$ cat src/rtl/ui_pkg.sv
`default_nettype none
// ============================================================================
//  Package     : ui_pkg
//  Description : Constants and types shared by the front-panel UI blocks.
//                Holds the 12 MHz clock rate, default debounce/autorepeat
//                cycle counts derived from millisecond figures, the
//                autorepeat state encoding and small width helpers.
//  Revision    : 1.0  initial release
// ============================================================================
package ui_pkg;

  localparam int CLK_HZ = 12_000_000;

  localparam int c_DEB_MS       = 10;
  localparam int c_REP_DELAY_MS = 500;
  localparam int c_REP_RATE_MS  = 100;

  localparam int c_DEB_CYCLES_DFLT       = (CLK_HZ / 1000) * c_DEB_MS;        // 120000
  localparam int c_REP_DELAY_CYCLES_DFLT = (CLK_HZ / 1000) * c_REP_DELAY_MS;  // 6000000
  localparam int c_REP_RATE_CYCLES_DFLT  = (CLK_HZ / 1000) * c_REP_RATE_MS;   // 1200000

  typedef enum logic [1:0] {
    IDLE   = 2'd0,
    DELAY  = 2'd1,
    REPEAT = 2'd2
  } rep_state_t;

  function automatic int max_int(input int a, input int b);
    return (a > b) ? a : b;
  endfunction

  // Width of a counter that must hold 0 .. n-1; never narrower than one bit.
  function automatic int cnt_width(input int n);
    return (n < 2) ? 1 : $clog2(n);
  endfunction

endpackage
`default_nettype wire

$ cat src/rtl/btn_debounce_ch.sv
`default_nettype none
// ============================================================================
//  Module      : btn_debounce_ch
//  Description : One button channel: 2-FF synchroniser, counter debounce,
//                single-cycle press/release strobes and, when the macro
//                BTN_AUTOREPEAT_EN is defined, a hold-to-repeat FSM.
//                Without the macro btn_evt is simply btn_press.
//  Ports       : CLK12       in   system clock
//                rst_n       in   asynchronous active-low reset
//                btn_in      in   polarity-corrected pin (1 = pressed), async
//                btn_level   out  debounced level
//                btn_press   out  1-cycle strobe, first cycle of level = 1
//                btn_release out  1-cycle strobe, first cycle of level = 0
//                btn_evt     out  press strobe OR autorepeat strobe
//  Revision    : 1.0  initial release
// ============================================================================
module btn_debounce_ch
  import ui_pkg::*;
#(
  parameter int DEB_CYCLES       = c_DEB_CYCLES_DFLT,
  parameter int REP_DELAY_CYCLES = c_REP_DELAY_CYCLES_DFLT,
  parameter int REP_RATE_CYCLES  = c_REP_RATE_CYCLES_DFLT
) (
  input  logic CLK12,
  input  logic rst_n,
  input  logic btn_in,
  output logic btn_level,
  output logic btn_press,
  output logic btn_release,
  output logic btn_evt
);

  if (DEB_CYCLES < 2 || REP_DELAY_CYCLES < 1 || REP_RATE_CYCLES < 1) begin : g_param_check
    $error("btn_debounce_ch: DEB_CYCLES must be >= 2 and REP_* cycles >= 1");
  end

  localparam int               c_DW       = $clog2(DEB_CYCLES);
  localparam logic [c_DW-1:0]  c_DEB_LAST = c_DW'(DEB_CYCLES - 1);

  logic            r_sync1;
  logic            r_sync2;
  logic            r_stable;
  logic [c_DW-1:0] r_dcnt;
  logic            r_press;
  logic            r_release;

  // A change is accepted on the DEB_CYCLES-th consecutive differing sample.
  logic w_accept;
  logic w_press_edge;
  logic w_release_edge;

  assign w_accept       = (r_sync2 != r_stable) && (r_dcnt == c_DEB_LAST);
  assign w_press_edge   = w_accept &  r_sync2;
  assign w_release_edge = w_accept & ~r_sync2;

  always_ff @(posedge CLK12 or negedge rst_n) begin
    if (!rst_n) begin
      r_sync1   <= 1'b0;
      r_sync2   <= 1'b0;
      r_stable  <= 1'b0;
      r_dcnt    <= '0;
      r_press   <= 1'b0;
      r_release <= 1'b0;
    end else begin
      r_sync1   <= btn_in;
      r_sync2   <= r_sync1;
      r_press   <= w_press_edge;
      r_release <= w_release_edge;
      if (r_sync2 == r_stable) begin
        r_dcnt <= '0;
      end else if (w_accept) begin
        r_stable <= r_sync2;
        r_dcnt   <= '0;
      end else begin
        // Cannot pass c_DEB_LAST: reaching it while differing is an accept.
        r_dcnt <= r_dcnt + 1'b1;
      end
    end
  end

  assign btn_level   = r_stable;
  assign btn_press   = r_press;
  assign btn_release = r_release;

`ifdef BTN_AUTOREPEAT_EN
  localparam int               c_RW         = cnt_width(max_int(REP_DELAY_CYCLES, REP_RATE_CYCLES));
  localparam logic [c_RW-1:0]  c_DELAY_LAST = c_RW'(REP_DELAY_CYCLES - 1);
  localparam logic [c_RW-1:0]  c_RATE_LAST  = c_RW'(REP_RATE_CYCLES - 1);

  rep_state_t      r_state;
  rep_state_t      w_state_nxt;
  logic [c_RW-1:0] r_rcnt;
  logic [c_RW-1:0] w_rcnt_nxt;
  logic            r_rep;
  logic            w_rep_nxt;

  always_ff @(posedge CLK12 or negedge rst_n) begin
    if (!rst_n) begin
      r_state <= IDLE;
      r_rcnt  <= '0;
      r_rep   <= 1'b0;
    end else begin
      r_state <= w_state_nxt;
      r_rcnt  <= w_rcnt_nxt;
      r_rep   <= w_rep_nxt;
    end
  end

  always_comb begin
    w_state_nxt = r_state;
    w_rcnt_nxt  = r_rcnt;
    w_rep_nxt   = 1'b0;
    if (w_release_edge) begin
      // Release wins over a repeat falling due in the same cycle.
      w_state_nxt = IDLE;
      w_rcnt_nxt  = '0;
    end else begin
      case (r_state)
        IDLE: begin
          if (w_press_edge) begin
            w_state_nxt = DELAY;
            w_rcnt_nxt  = '0;
          end
        end
        DELAY: begin
          if (r_rcnt == c_DELAY_LAST) begin
            w_rep_nxt   = 1'b1;
            w_state_nxt = REPEAT;
            w_rcnt_nxt  = '0;
          end else if (r_rcnt != '1) begin
            w_rcnt_nxt = r_rcnt + 1'b1;
          end
        end
        REPEAT: begin
          if (r_rcnt == c_RATE_LAST) begin
            w_rep_nxt  = 1'b1;
            w_rcnt_nxt = '0;
          end else if (r_rcnt != '1) begin
            w_rcnt_nxt = r_rcnt + 1'b1;
          end
        end
        default: begin
          w_state_nxt = IDLE;
          w_rcnt_nxt  = '0;
        end
      endcase
    end
  end

  // A repeat is never issued in the press cycle (FSM is still IDLE then).
  assign btn_evt = r_press | r_rep;
`else
  assign btn_evt = r_press;
`endif

endmodule
`default_nettype wire

$ cat src/rtl/btn_conditioner.sv
`default_nettype none
// ============================================================================
//  Module      : btn_conditioner
//  Description : Front-panel button conditioner for the LCD UI controller.
//                Corrects pin polarity, then runs N_BTN independent
//                debounce/strobe/autorepeat channels. Autorepeat is built
//                only when the macro BTN_AUTOREPEAT_EN is defined.
//  Ports       : CLK12       in   12 MHz system clock
//                rst_n       in   asynchronous active-low reset
//                btn_raw     in   raw button pins [N_BTN], asynchronous
//                btn_level   out  debounced levels, 1 = pressed
//                btn_press   out  1-cycle press strobes
//                btn_release out  1-cycle release strobes
//                btn_evt     out  UI step input: press or autorepeat
//                any_pressed out  OR of btn_level
//  Revision    : 1.0  initial release
// ============================================================================
module btn_conditioner
  import ui_pkg::*;
#(
  parameter int N_BTN            = 4,
  parameter int ACTIVE_LOW_IN    = 1,
  parameter int DEB_CYCLES       = c_DEB_CYCLES_DFLT,
  parameter int REP_DELAY_CYCLES = c_REP_DELAY_CYCLES_DFLT,
  parameter int REP_RATE_CYCLES  = c_REP_RATE_CYCLES_DFLT
) (
  input  logic             CLK12,
  input  logic             rst_n,
  input  logic [N_BTN-1:0] btn_raw,
  output logic [N_BTN-1:0] btn_level,
  output logic [N_BTN-1:0] btn_press,
  output logic [N_BTN-1:0] btn_release,
  output logic [N_BTN-1:0] btn_evt,
  output logic             any_pressed
);

  logic [N_BTN-1:0] w_btn_pressed;

  if (ACTIVE_LOW_IN != 0) begin : g_pol_inv
    assign w_btn_pressed = ~btn_raw;
  end else begin : g_pol_pass
    assign w_btn_pressed = btn_raw;
  end

  for (genvar gi = 0; gi < N_BTN; gi++) begin : g_ch
    btn_debounce_ch #(
      .DEB_CYCLES       (DEB_CYCLES),
      .REP_DELAY_CYCLES (REP_DELAY_CYCLES),
      .REP_RATE_CYCLES  (REP_RATE_CYCLES)
    ) u_ch (
      .CLK12       (CLK12),
      .rst_n       (rst_n),
      .btn_in      (w_btn_pressed[gi]),
      .btn_level   (btn_level[gi]),
      .btn_press   (btn_press[gi]),
      .btn_release (btn_release[gi]),
      .btn_evt     (btn_evt[gi])
    );
  end

  assign any_pressed = |btn_level;

endmodule
`default_nettype wire

$ cat config.mk
export PLATFORM = sky130hd
export DESIGN_NAME = btn_conditioner
export DESIGN_NICKNAME = d
export VERILOG_FILES = /design/src/rtl/ui_pkg.sv /design/src/rtl/btn_debounce_ch.sv /design/src/rtl/btn_conditioner.sv
export SDC_FILE = /design/constraint.sdc
export NUM_CORES = 1
export LEC_CHECK = 0
export ABC_CLOCK_PERIOD_IN_PS = 1500
export BUFFER_PORTS_ARGS = -buffer_cell sky130_fd_sc_hd__buf_2
export CORE_MARGIN = 5
export CORE_UTILIZATION = 40
export DETAILED_ROUTE_END_ITERATION = 10
export GPL_TIMING_DRIVEN = 0
export PLACE_DENSITY = 0.69
export SETUP_SLACK_MARGIN = 0.02
export SLEW_MARGIN = 15
export SYNTH_ARGS = -nofsm -noshare
export SYNTH_HDL_FRONTEND = slang
export SYNTH_HIERARCHICAL = 1
export SYNTH_SLANG_ARGS = --single-unit
$ cat constraint.sdc
create_clock -name CLK12 -period 1.5 [get_ports CLK12]
set_input_delay 0.075 -clock CLK12 [delete_from_list [all_inputs] [get_ports CLK12]]
set_output_delay 0.075 -clock CLK12 [all_outputs]
set_load 0.02 [all_outputs]
# --- Word level (Yosys, flattened, before mapping) ---
# Index checks and enable logic that the tools add are counted.
op_classes:
  div: 0
  n_eq_ne: 12
  n_mul: 0
  order_cmp: 0
  bitwise_logic: 17
  shift: 0
  n_reduce_logical: 9
  mux: 8
  add_sub_neg: 4
op_table:
  columns: ["cell", "count"]
  rows:
  - ["17-bit two-way mux", 8]
  - ["17-bit by 1-bit adder with 17-bit output (second input constant)", 4]
  - ["17-bit equality test (second input constant)", 4]
  - ["1-bit AND", 8]
  - ["1-bit inverter", 8]
  - ["2-bit AND reduction", 4]
  - ["1-bit equality test", 4]
  - ["1-bit logical AND", 4]
  - ["1-bit != test", 4]
  - ["4-bit inverter", 1]
  - ["4-bit OR reduction", 1]
totals:
  input_bits: 6
  mem_bits_rw: 0
  latch_bits: 0
  mem_bits_ro: 0
  ff_bits: 88
  n_memories: 0

# --- Depth between registers and ports, before layout ---
depth:
  word_depth: 4
  ltp_mapped: 7
  mapped_depth_nobuf: 5

# --- Cells and area by module ---
# Netlist, hierarchy kept.
modules_own_cells:
  columns: ["mod", "instances", "area_each_um2", "cells_per_inst"]
  rows:
  - ["btn_debounce_ch", 4, 1024.7, 97]
  - ["btn_conditioner", 1, 22.5, 5]

# --- Worst setup path before layout ---
# OpenSTA, ideal clock, no wires.
synth_path:
  path_type: "register -> register"
  from: "reg g_ch[2].u_ch.r_dcnt[0]"
  to: "reg g_ch[2].u_ch.r_dcnt[13]"
  required_time_ns: 1.429
  arrival_time_ns: 1.459
  synth_period_minus_slack_ns: 1.531
  setup_time_ns: 0.071
  path_stages_with_launch: 8
  path_slack_ns: -0.031
  path_cell_list: "dfrtp_1 ha_1 nand3_1 nor2_1 a31o_2 buf_4 buf_6 nor2_1"
synth_via:
  elab_chain_len: 4
  elab_cells_between_ends: 5
synth_rtl:
  columns: ["item", "line_no", "rtl"]
  rows:
  - ["start: declaration", "btn_debounce_ch.sv:43", "logic [c_DW-1:0] r_dcnt;"]
  - ["start signal: assignment", "btn_debounce_ch.sv:76", "r_dcnt <= r_dcnt + 1'b1;"]
  - ["parallel branches: the longest is 2 deep, another holds 17-bit by 1-bit adder with 17-bit output", null, null]
  - ["17-bit two-way mux *", "btn_debounce_ch.sv:71", "end else if (w_accept) begin"]
  - ["17-bit two-way mux *", "btn_debounce_ch.sv:69", "if (r_sync2 == r_stable) begin"]
# Every way passes the cells marked *.
# A chain may end at the register's enable or synchronous reset.

# --- Final worst setup path ---
layout_path:
  from: "reg g_ch[1].u_ch.r_dcnt[8]"
  to: "reg g_ch[1].u_ch.r_dcnt[14]"
layout_via:
  elab_chain_len: 4
  elab_cells_between_ends: 5
layout_rtl:
  columns: ["item", "line_no"]
  rows:
  - ["start: declaration", "btn_debounce_ch.sv:43"]
  - ["start signal: assignment", "btn_debounce_ch.sv:76"]
  - ["parallel branches: the longest is 2 deep, another holds 17-bit by 1-bit adder with 17-bit output", null]
  - ["17-bit two-way mux *", "btn_debounce_ch.sv:71"]
  - ["17-bit two-way mux *", "btn_debounce_ch.sv:69"]
# Marks and branches as above.

==> impl_metrics.env <==
export IMPL_syn_to_final_growth_pct=33.1
export IMPL_final_hold_violation_count=0
export IMPL_antenna_found_initial=0
export IMPL_layout_commonest_cell="dfrtp_1"
export IMPL_cts_tree="yes"
export IMPL_drcViolationCount=0
export IMPL_antenna_diode_count=0
export IMPL_io_pins=23
export IMPL_drive_gt1_share_pct=38.4
export IMPL_vdd_drop_max_mv=0.433
export IMPL_violations="setup timing"
export IMPL_max_stage_delay_ns=0.46
export IMPL_totalWireLength_mm=8.64
export IMPL_clockBufferDepth=2
export IMPL_dieHeight_um=112
export IMPL_maxCapViolCount=0
export IMPL_ant_nets=0
export IMPL_yosysWarnings=6
export IMPL_cts_root_buf="clkbuf_8"
export IMPL_initialDrtViolationCount=68
export IMPL_fmax_mhz=652
export IMPL_cts_sinks=88
export IMPL_layout_setup_ws_ns=-0.0348
export IMPL_leakage_nw=2.20
export IMPL_dp_hpwl_mm=5.22
export IMPL_portBuffers=22
export IMPL_grt_ovfl_total=0
export IMPL_die_w_um=112
export IMPL_clk_latency_ns=0.36
export IMPL_setup_tns_ns=-0.0511
export IMPL_yosysUniqueCellTypes=20
export IMPL_hp_class="primary input to async pin"
export IMPL_dr_pass1_iters=4
export IMPL_cp_cell_sequence="nand4_1, nor4_2, xnor2_1, nor2_4"
export IMPL_syn_nets=403
export IMPL_crit_family="simple AND/OR/NAND/NOR gates"
export IMPL_synth_seq_area_share_pct=53.4
export IMPL_slowest_stage="dfrtp_2"
export IMPL_finalClockSkew_ns=0.00975
export IMPL_final_core_util_pct=53.8
export IMPL_cts_buffers=9
export IMPL_required_ns=1.76
export IMPL_critical_path_class="flop to flop"
export IMPL_p_per_area_mw_per_mm2=826
export IMPL_grt_pass1_vias=2982
export IMPL_post_route_period_util_pct=102
export IMPL_gp_congestion=0.774
export IMPL_num_nets_final=484
export IMPL_post_drt_wl_per_cell_um=14.1
export IMPL_synth_cells=393
export IMPL_fp_coreArea_mm2=0.0102
export IMPL_die_area_mm2=0.0124
export IMPL_setup_violations=2
export IMPL_htree_num_levels=3
export IMPL_endpoint_kind="flop"
export IMPL_outcome="finished with violations"
export IMPL_fin_crit_ns=1.53
export IMPL_initial_utilization_pct=40.5
export IMPL_crit_arrival_ns=1.79
export IMPL_timing_rr_start="g_ch[1].u_ch/r_dcnt[8]"
export IMPL_drv_slew=0
export IMPL_vias=3119
export IMPL_crit_buf_inv=0
export IMPL_regToRegEndpoint="g_ch[1].u_ch/r_dcnt[14]"
export IMPL_grt_usage_pct=13.5
export IMPL_avgSynthCellArea_um2=10.5
export IMPL_cts_clk_slew_worst_paths_ns=0.09
export IMPL_grt_first_pass_wirelength_mm=13.8
export IMPL_mostFrequentLayoutCells="dfrtp_1, nor2_1, xnor2_1"
export IMPL_start_kind="flop"
export IMPL_vias_per_cell=5.07
export IMPL_tightest_slew_ns=0.358
export IMPL_yosys_register_bits=88
export IMPL_synth_area_mm2=0.00412
export IMPL_worstRegToRegCells=4
export IMPL_rsz0062_at_grt="yes"
export IMPL_reg2reg_slack_ns=-0.03
export IMPL_slew_headroom_pct=76.1
export IMPL_cp_max_fo=6
export IMPL_row_count=37
export IMPL_grt_max_degree=63
==> kinds of logic after synthesis <==
family	count (synthesis)	share of synthesized area (%)
buf+inv	28	4.01
fa+ha+maj	4	1.21
compound gates	4	0.850
flops	88	53.4
mux	4	1.09
xor+xnor	64	13.6
simple gates	201	25.8
==> routing by layer <==
layer  GRT usage [%]  share of wire, %  routed length, um  up-vias
li1                -                 -                  -     1501
met1            16.9                44               3820     1563
met2            22.8                52               4460       44
met3            2.28               2.4                211       11
met5               0                 0                  0        -
met4            6.24               1.7                150        0
==> layout make-up <==
class	instances	area [um2]
Clock inverter	7	95.1
Fill cell	877	4700
Inverter	16	60.1
Multi-Input combinational cell	278	2170
Buffer	8	90.1
Clock buffer	9	124
Tap cell	136	170
Timing Repair Buffer	73	559
Sequential cell	88	2220
==> how the worst max path moves through the flow <==
stage                                      start                       to  slack, ns  cells after the start
after floorplan           g_ch[2].u_ch/r_dcnt[0]  g_ch[2].u_ch/r_dcnt[13]       0.03                      7
after global placement                     rst_n   g_ch[2].u_ch/r_dcnt[5]      -0.40                      1
after detailed placement  g_ch[3].u_ch/r_dcnt[0]  g_ch[3].u_ch/r_dcnt[12]      -0.15                      7
after CTS                 g_ch[3].u_ch/btn_level              any_pressed      -0.03                      2
after global routing      g_ch[1].u_ch/r_dcnt[8]  g_ch[1].u_ch/r_dcnt[14]       -0.1                      4
final                     g_ch[1].u_ch/r_dcnt[8]  g_ch[1].u_ch/r_dcnt[14]      -0.03                      4
==> where the power goes <==
group          internal, mW  switching (mW)
Combinational         0.137           0.142
Clock                 0.941           0.861
Sequential             2.41          0.0454
==> cell usage after synthesis (all sizes together) <==
| cell | instances | share of area [%] |
|---|---|---|
| dfrtp | 88 | 53 |
| nand3 | 28 | 3.4 |
| inv | 16 | 1.5 |
| ha | 4 | 1.2 |
| buf | 12 | 2.6 |
| nor3b | 12 | 2.2 |
| nand4b | 4 | 0.85 |
| nor2 | 88 | 8.7 |
| a31o | 4 | 0.85 |
| xnor2 | 56 | 12 |
| mux2 | 4 | 1.1 |
| nand2 | 12 | 1.1 |
| nand4 | 20 | 4.5 |
| xor2 | 8 | 1.7 |
| or4 | 1 | 0.18 |
| nor3 | 20 | 2.4 |
| nor4 | 16 | 2.4 |
==> per-stage QoR <==
step           hold slack, ns  instances  setup slack, ns  cell area [um2]  total power [mW]
6_report                0.157        615          -0.0348             5480              4.53
5_1_grt                 0.191        615          -0.0957             5480              4.73
4_1_cts                 0.162        593          -0.0332             5050              4.55
3_5_place_dp           0.0204        552           -0.154             4450              2.67
3_3_place_gp            0.221        551           -0.403             4420              2.66
2_1_floorplan          -0.221        393           0.0344             4140              2.58
==> worst reg2reg max path: stages, from the launching register on <==
cell,delay (ns)
dfrtp_2,0.46
nand4_1,0.31
nor4_2,0.40
xnor2_1,0.21
nor2_4,0.06
==> flip-flops by register name, indices dropped and copies added (netlist names) <==
name                   count
g_ch.u_ch/btn_release      4
g_ch.u_ch/r_dcnt          68
g_ch.u_ch/r_sync1          4
g_ch.u_ch/r_sync2          4
g_ch.u_ch/btn_evt          4
g_ch.u_ch/btn_level        4
==> what timing repair did <==
| item | 4_1_cts | 5_1_grt |
|---|---|---|
| pin swaps | 4 | 29 |
| setup endpoints to repair | 74 | 48 |
| setup buffers | 21 | 23 |
| endpoints found under the hold margin | 42 | 0 |
| hold buffers | 5 | 0 |
| resized for setup | 37 | 58 |
| cloned | 0 | 2 |
Power figures use the tool's default switching activity.
